==> config.mk <==
export PLATFORM = sky130hd
export DESIGN_NAME = mux4to1
export DESIGN_NICKNAME = d
export VERILOG_FILES = /design/src/rtl/mux4to1_pkg.sv /design/src/rtl/mux4to1_sel.sv /design/src/rtl/mux4to1.sv
export SDC_FILE = /design/constraint.sdc
export NUM_CORES = 1
export LEC_CHECK = 0
export BUFFER_PORTS_ARGS = -buffer_cell sky130_fd_sc_hd__buf_4
export CAP_MARGIN = 15
export CORE_AREA = 2 2 39 41
export DETAILED_ROUTE_END_ITERATION = 12
export DIE_AREA = 0 0 41 43
export GPL_ROUTABILITY_DRIVEN = 0
export PLACE_DENSITY_LB_ADDON = 0.1
export SYNTH_ARGS = -nofsm -noshare
export SYNTH_HDL_FRONTEND = slang
export SYNTH_SLANG_ARGS = --single-unit
==> constraint.sdc <==
create_clock -name clk -period 0.89 [get_ports clk]
set_input_delay 0.089 -clock clk [delete_from_list [all_inputs] [get_ports clk]]
set_output_delay 0.089 -clock clk [all_outputs]
set_load 0.05 [all_outputs]
==> src/rtl/mux4to1_pkg.sv <==
// Shared select encoding and defaults for the mux4to1 registered 4:1 selector.
package mux4to1_pkg;

  typedef logic [1:0] sel_t;

  localparam sel_t SEL_X0 = 2'b00;
  localparam sel_t SEL_X1 = 2'b01;
  localparam sel_t SEL_X2 = 2'b10;
  localparam sel_t SEL_X3 = 2'b11;

  localparam int DEFAULT_WIDTH = 1;

endpackage

==> src/rtl/mux4to1_sel.sv <==
// Purely combinational 4:1 selector; every select code maps to one data input.
module mux4to1_sel
  import mux4to1_pkg::*;
#(
  parameter int WIDTH = DEFAULT_WIDTH
) (
  input  logic [1:0]       sel,
  input  logic [WIDTH-1:0] x0,
  input  logic [WIDTH-1:0] x1,
  input  logic [WIDTH-1:0] x2,
  input  logic [WIDTH-1:0] x3,
  output logic [WIDTH-1:0] y
);

  always_comb begin
    unique case (sel)
      SEL_X0: y = x0;
      SEL_X1: y = x1;
      SEL_X2: y = x2;
      SEL_X3: y = x3;
    endcase
  end

endmodule

==> src/rtl/mux4to1.sv <==
// Registered 4:1 selector with select-change pulse.
// Define MUX4TO1_COMB_OUT_EN to drive y combinationally (sel_chg stays registered).
module mux4to1
  import mux4to1_pkg::*;
#(
  parameter int WIDTH = DEFAULT_WIDTH
) (
  input  logic             clk,
  input  logic             rst_n,
  input  logic             en,
  input  logic [WIDTH-1:0] x0,
  input  logic [WIDTH-1:0] x1,
  input  logic [WIDTH-1:0] x2,
  input  logic [WIDTH-1:0] x3,
  input  logic             c0,
  input  logic             c1,
  output logic [WIDTH-1:0] y,
  output logic             sel_chg
);

  sel_t             sel;
  logic [WIDTH-1:0] sel_data;

  assign sel = {c1, c0};

  mux4to1_sel #(.WIDTH(WIDTH)) u_sel (
    .sel (sel),
    .x0  (x0),
    .x1  (x1),
    .x2  (x2),
    .x3  (x3),
    .y   (sel_data)
  );

  sel_t sel_q, sel_d;
  logic sel_chg_q, sel_chg_d;

  // A disabled edge holds the select and never reports a change.
  always_comb begin
    sel_d     = sel_q;
    sel_chg_d = 1'b0;
    if (en) begin
      sel_d     = sel;
      sel_chg_d = (sel != sel_q);
    end
  end

  always_ff @(posedge clk or negedge rst_n) begin
    if (!rst_n) begin
      sel_q     <= SEL_X0;
      sel_chg_q <= 1'b0;
    end else begin
      sel_q     <= sel_d;
      sel_chg_q <= sel_chg_d;
    end
  end

  assign sel_chg = sel_chg_q;

`ifdef MUX4TO1_COMB_OUT_EN
  assign y = sel_data;
`else
  logic [WIDTH-1:0] y_q, y_d;

  always_comb begin
    y_d = y_q;
    if (en) y_d = sel_data;
  end

  always_ff @(posedge clk or negedge rst_n) begin
    if (!rst_n) y_q <= '0;
    else        y_q <= y_d;
  end

  assign y = y_q;
`endif

endmodule

* After elaboration in Yosys (flattened, before gate mapping)
Cells that the tools add are included.
** Word-level totals
- Word-level logic and storage cells :: 10
- Register bits :: 4
- Latch bits :: 0
- Memory bits (writable) :: 0
- Memories kept :: 0
- ROM bits :: 0
** Operators by class
- Multipliers :: 0
- Order comparisons :: 0
- Add/sub/neg operators :: 0
- Reductions and logical operators :: 1
- Divide/modulo/power cells :: 0
- Shift-type cells :: 0
- Multiplexer cells :: 2
- Equality and inequality tests :: 4
- Bitwise gates (word level) :: 0
** Operator list (count)
- 2-bit equality test, second input constant :: 2
- 1-bit one-hot mux with 4 select lines :: 1
- 2-bit by 1-bit equality test with 1-bit output, second input constant :: 1
- 2-bit logical NOT :: 1
- 2-bit != test :: 1
- 1-bit 2-to-1 mux :: 1

* Logic depth before layout (Yosys ltp)
- Word-level depth :: 2
- Gate-level depth with buffers :: 2
- Depth with buffers taken out :: 2

* By module
From an unflattened synthesis, not the netlist that was laid out.
** Second synthesis, totals
- Cell total of the unflattened synthesis :: 11
- Area total of the unflattened synthesis :: 181.4 µm²
** Modules (own cells, without submodules)
- mux4to1 :: area each 158.9 µm², cells each 10, instances 1
- mux4to1_sel :: area each 22.5 µm², cells each 1, instances 1

* Least setup slack after synthesis
OpenSTA, ideal clock, no wires.
- Path kind :: reg-to-reg
- Start :: reg y (netlist name)
- End :: reg y_q (netlist: y)
- Required time :: 0.752 ns
- Buffers on the path :: 0
- Setup slack :: -0.021 ns
- Library setup time :: 0.138 ns
- Stages on the path, launching flop included :: 3
- Arrival :: 0.773 ns
- Period minus slack after synthesis :: 0.911 ns
- Path through :: dfrtp_1 nand2b_1 o221ai_1
** RTL lines
- end signal, assigned :: RTL line mux4to1.sv:72 : else y_q <= y_d;
- end, declared :: RTL line mux4to1.sv:63 : logic [WIDTH-1:0] y_q, y_d;

* Worst setup path after layout
- Start :: reg y_q (netlist: y)
- End :: out y
** RTL lines
- end, declared :: RTL line mux4to1.sv:17 : output logic [WIDTH-1:0] y,
No word-level cell between the ends.

==> impl_metrics.py <==
metrics = {
    "outcome": {
        "status": "finished clean",
    },
    "sta": {
        "finalCriticalPeriod_ps": 874,
        "tightest_slew_ps": 171,
        "hold_slack_ps": 89.8,
        "rsz0062_at_grt": "true",
        "finalCritPeriodShare_pct": 98.3,
        "layout_setup_ws_ps": 15.5,
        "clock_skew_ps": 5.14,
        "slew_viol_final": 0,
        "slew_headroom_pct": 88.6,
        "hold_violations": 0,
        "clock.fmax_ghz": 1.14,
        "setup_viol": 0,
    },
    "global_routing": {
        "use_met2_pct": 8.44,
        "grt.met1_usage_pct": 6.77,
        "grt_pass1_vias": 183,
        "grt_overflow": 0,
        "grt_first_pass_wirelength_um": 676,
        "grt_use_total_pct": 6.03,
        "grt_max_degree": 7,
        "busiest_layer": "met2",
        "antenna_found_initial": 0,
        "grtUsageMet3_pct": 6.28,
    },
    "floorplanning": {
        "dieWidth_um": 41,
        "core_um2": 1380,
        "std_cell_rows": 14,
        "dieArea_um2": 1760,
        "ios": 11,
        "initial_core_util_pct": 13.7,
        "die_y_um": 43,
    },
    "detailed_routing": {
        "routed_wl_um": 443,
        "routed_via_density": 3.49,
        "ant_nets": 0,
        "drtPass1Iterations": 1,
        "wire_per_inst_um": 9.43,
        "num_vias": 164,
        "drt_iter0_drc": 0,
        "drc": 0,
    },
    "worst_setup_path": {
        "reg2reg_from": "sel_q[0]$_DFFE_PN0P_",
        "cp_max_fo": 2,
        "ff2ff_setup_slack_ps": 140,
        "path_delay_family": "flip-flops",
        "slowest_delay_ps": 400,
        "critPathArrivalTime_ps": 790,
        "critPathBufInv": 1,
        "endpoint_kind": "output pin",
        "cp-start-kind": "flop",
        "reg2reg_depth": 1,
        "critPathKind": "flop to output pin",
        "crit_slowest_cell": "dfrtp_2",
        "crit_chain": "buf_6",
        "critPathRequiredTime_ps": 800,
        "r2r_end": "sel_q[0]$_DFFE_PN0P_",
        "crit_cells": 1,
    },
    "worst_hold_path": {
        "whs_endpoint": "sel_q[1]$_DFFE_PN0P_",
        "hold_path.class": "primary input to flop",
        "min_from": "en",
        "holdPathStages": 2,
    },
    "placed_design": {
        "placed_cells": 42,
        "port-buffer-count": 10,
        "dp_slack_ps": 139,
    },
    "pwr": {
        "ir_drop_mv": 0.789,
        "p_per_area_nw_per_um2": 1830,
        "leakage_nw": 0.153,
        "power_mw": 0.597,
    },
    "synthesis": {
        "synth.top_cells.by_count": "dfrtp_1 (4), mux2i_1 (2), nand2b_1 (2), xnor2_1 (2)",
        "ys_types": 10,
        "synth_flop_cell": "dfrtp_1",
        "seq_area_frac_synth_pct": 52.6,
        "yosysTopAreaCellShare_pct": 52.6,
        "synth_area_leaders": "dfrtp_1 (53%), mux2i_1 (11%), xnor2_1 (9.2%)",
        "ys_ff_latch": 4,
        "syn_area_um2": 190,
        "yosysWarnings": 0,
        "synth_nets": 25,
        "syn_inst": 16,
        "yosysMostFrequentCell": "dfrtp_1",
        "async_flop_share_pct": 100,
        "synth_area_leader_cell": "dfrtp_1",
        "synth-edff-count": 0,
        "syn_area_per_cell_um2": 11.9,
    },
    "cts": {
        "clock_path_buffers": 2,
        "clk_latency_ps": 230,
        "root_buffer": "clkbuf_4",
        "cts_max_level": 1,
        "cts_tree": "yes",
        "clkTransAtPathRegs_ps": 40,
        "clock-sinks": 4,
        "post_cts_buffers": 0,
        "numCtsBuffers": 3,
    },
    "cells_and_area": {
        "antenna_cells": 0,
        "fin_cells": 47,
        "drive_gt1_share_pct": 48.4,
        "area_growth_pct": 71.7,
        "nets": 41,
        "utilization_pct": 23.6,
    },
    "run": {
        "maxCapViolCount": 0,
    },
}
==> how the worst max path moves through the flow <==
stage | startpoint | to | slack (ps)
2_1_floorplan | y$_DFFE_PN0P_ | y$_DFFE_PN0P_ | 70
3_3_place_gp | sel_q[0]$_DFFE_PN0P_ | sel_q[0]$_DFFE_PN0P_ | 150
3_5_place_dp | sel_q[0]$_DFFE_PN0P_ | sel_q[0]$_DFFE_PN0P_ | 140
4_1_cts | y$_DFFE_PN0P_ | y | 5
5_1_grt | y$_DFFE_PN0P_ | y | -10
6_report | y$_DFFE_PN0P_ | y | 20
==> layer usage <==
metal,vias up,share of wire (%)
li1,85,-
met1,74,43
met4,0,0
met3,0,6.8
met5,-,0
met2,5,50
==> through the flow <==
stage,area (um^2),setup TNS [ps]
5_1_grt,327,-10.5
4_1_cts,327,0
6_report,327,0
3_3_place_gp,287,0
2_1_floorplan,191,0
3_5_place_dp,287,0
==> kinds of logic (layout without fill, tap and decap cells) <==
logic type      after synthesis  after routing  share of synthesized area [%]
flops                         4              4                           52.6
xor+xnor                      2              2                           9.21
mux                           3              3                           16.4
simple gates                  3              3                           8.55
buf+inv                       1             16                           1.97
compound gates                3              3                           11.2
==> registers in the layout, indices dropped and copies added (netlist names) <==
name / count
y: 1
sel_chg: 1
sel_q: 2
==> report_power, final <==
group / switching (mW) / total [mW] / internal [mW]
clock network: 0.0741 / 0.242 / 0.168
logic: 0.0724 / 0.141 / 0.0685
registers: 0.0108 / 0.214 / 0.203
total: 0.157 / 0.597 / 0.440
==> layout make-up <==
cell class	count	area (um^2)
Multi-Input combinational cell	11	86.3
Clock buffer	4	26.3
Inverter	1	3.75
Sequential cell	4	101
Tap cell	16	20.0
Fill cell	153	1060
Timing Repair Buffer	11	88.8
==> cells in the final DEF, fill, tap and decap left out, drive strengths merged <==
cell,instances
buf,10
mux2i,2
a21boi,1
mux2,1
xnor2,2
clkbuf,4
o221ai,1
dfrtp,4
inv,1
o21ai,1
dlygate4sd3,1
nand2b,2
nand2,1
==> repair_timing <==
action | 4_1_cts | 5_1_grt
endpoints found under the hold margin | 4 | 0
hold buffers | 1 | 0
resized for setup | 1 | 0
setup endpoints to repair | 1 | 1
No activity file was read; power rests on OpenSTA's default activity.
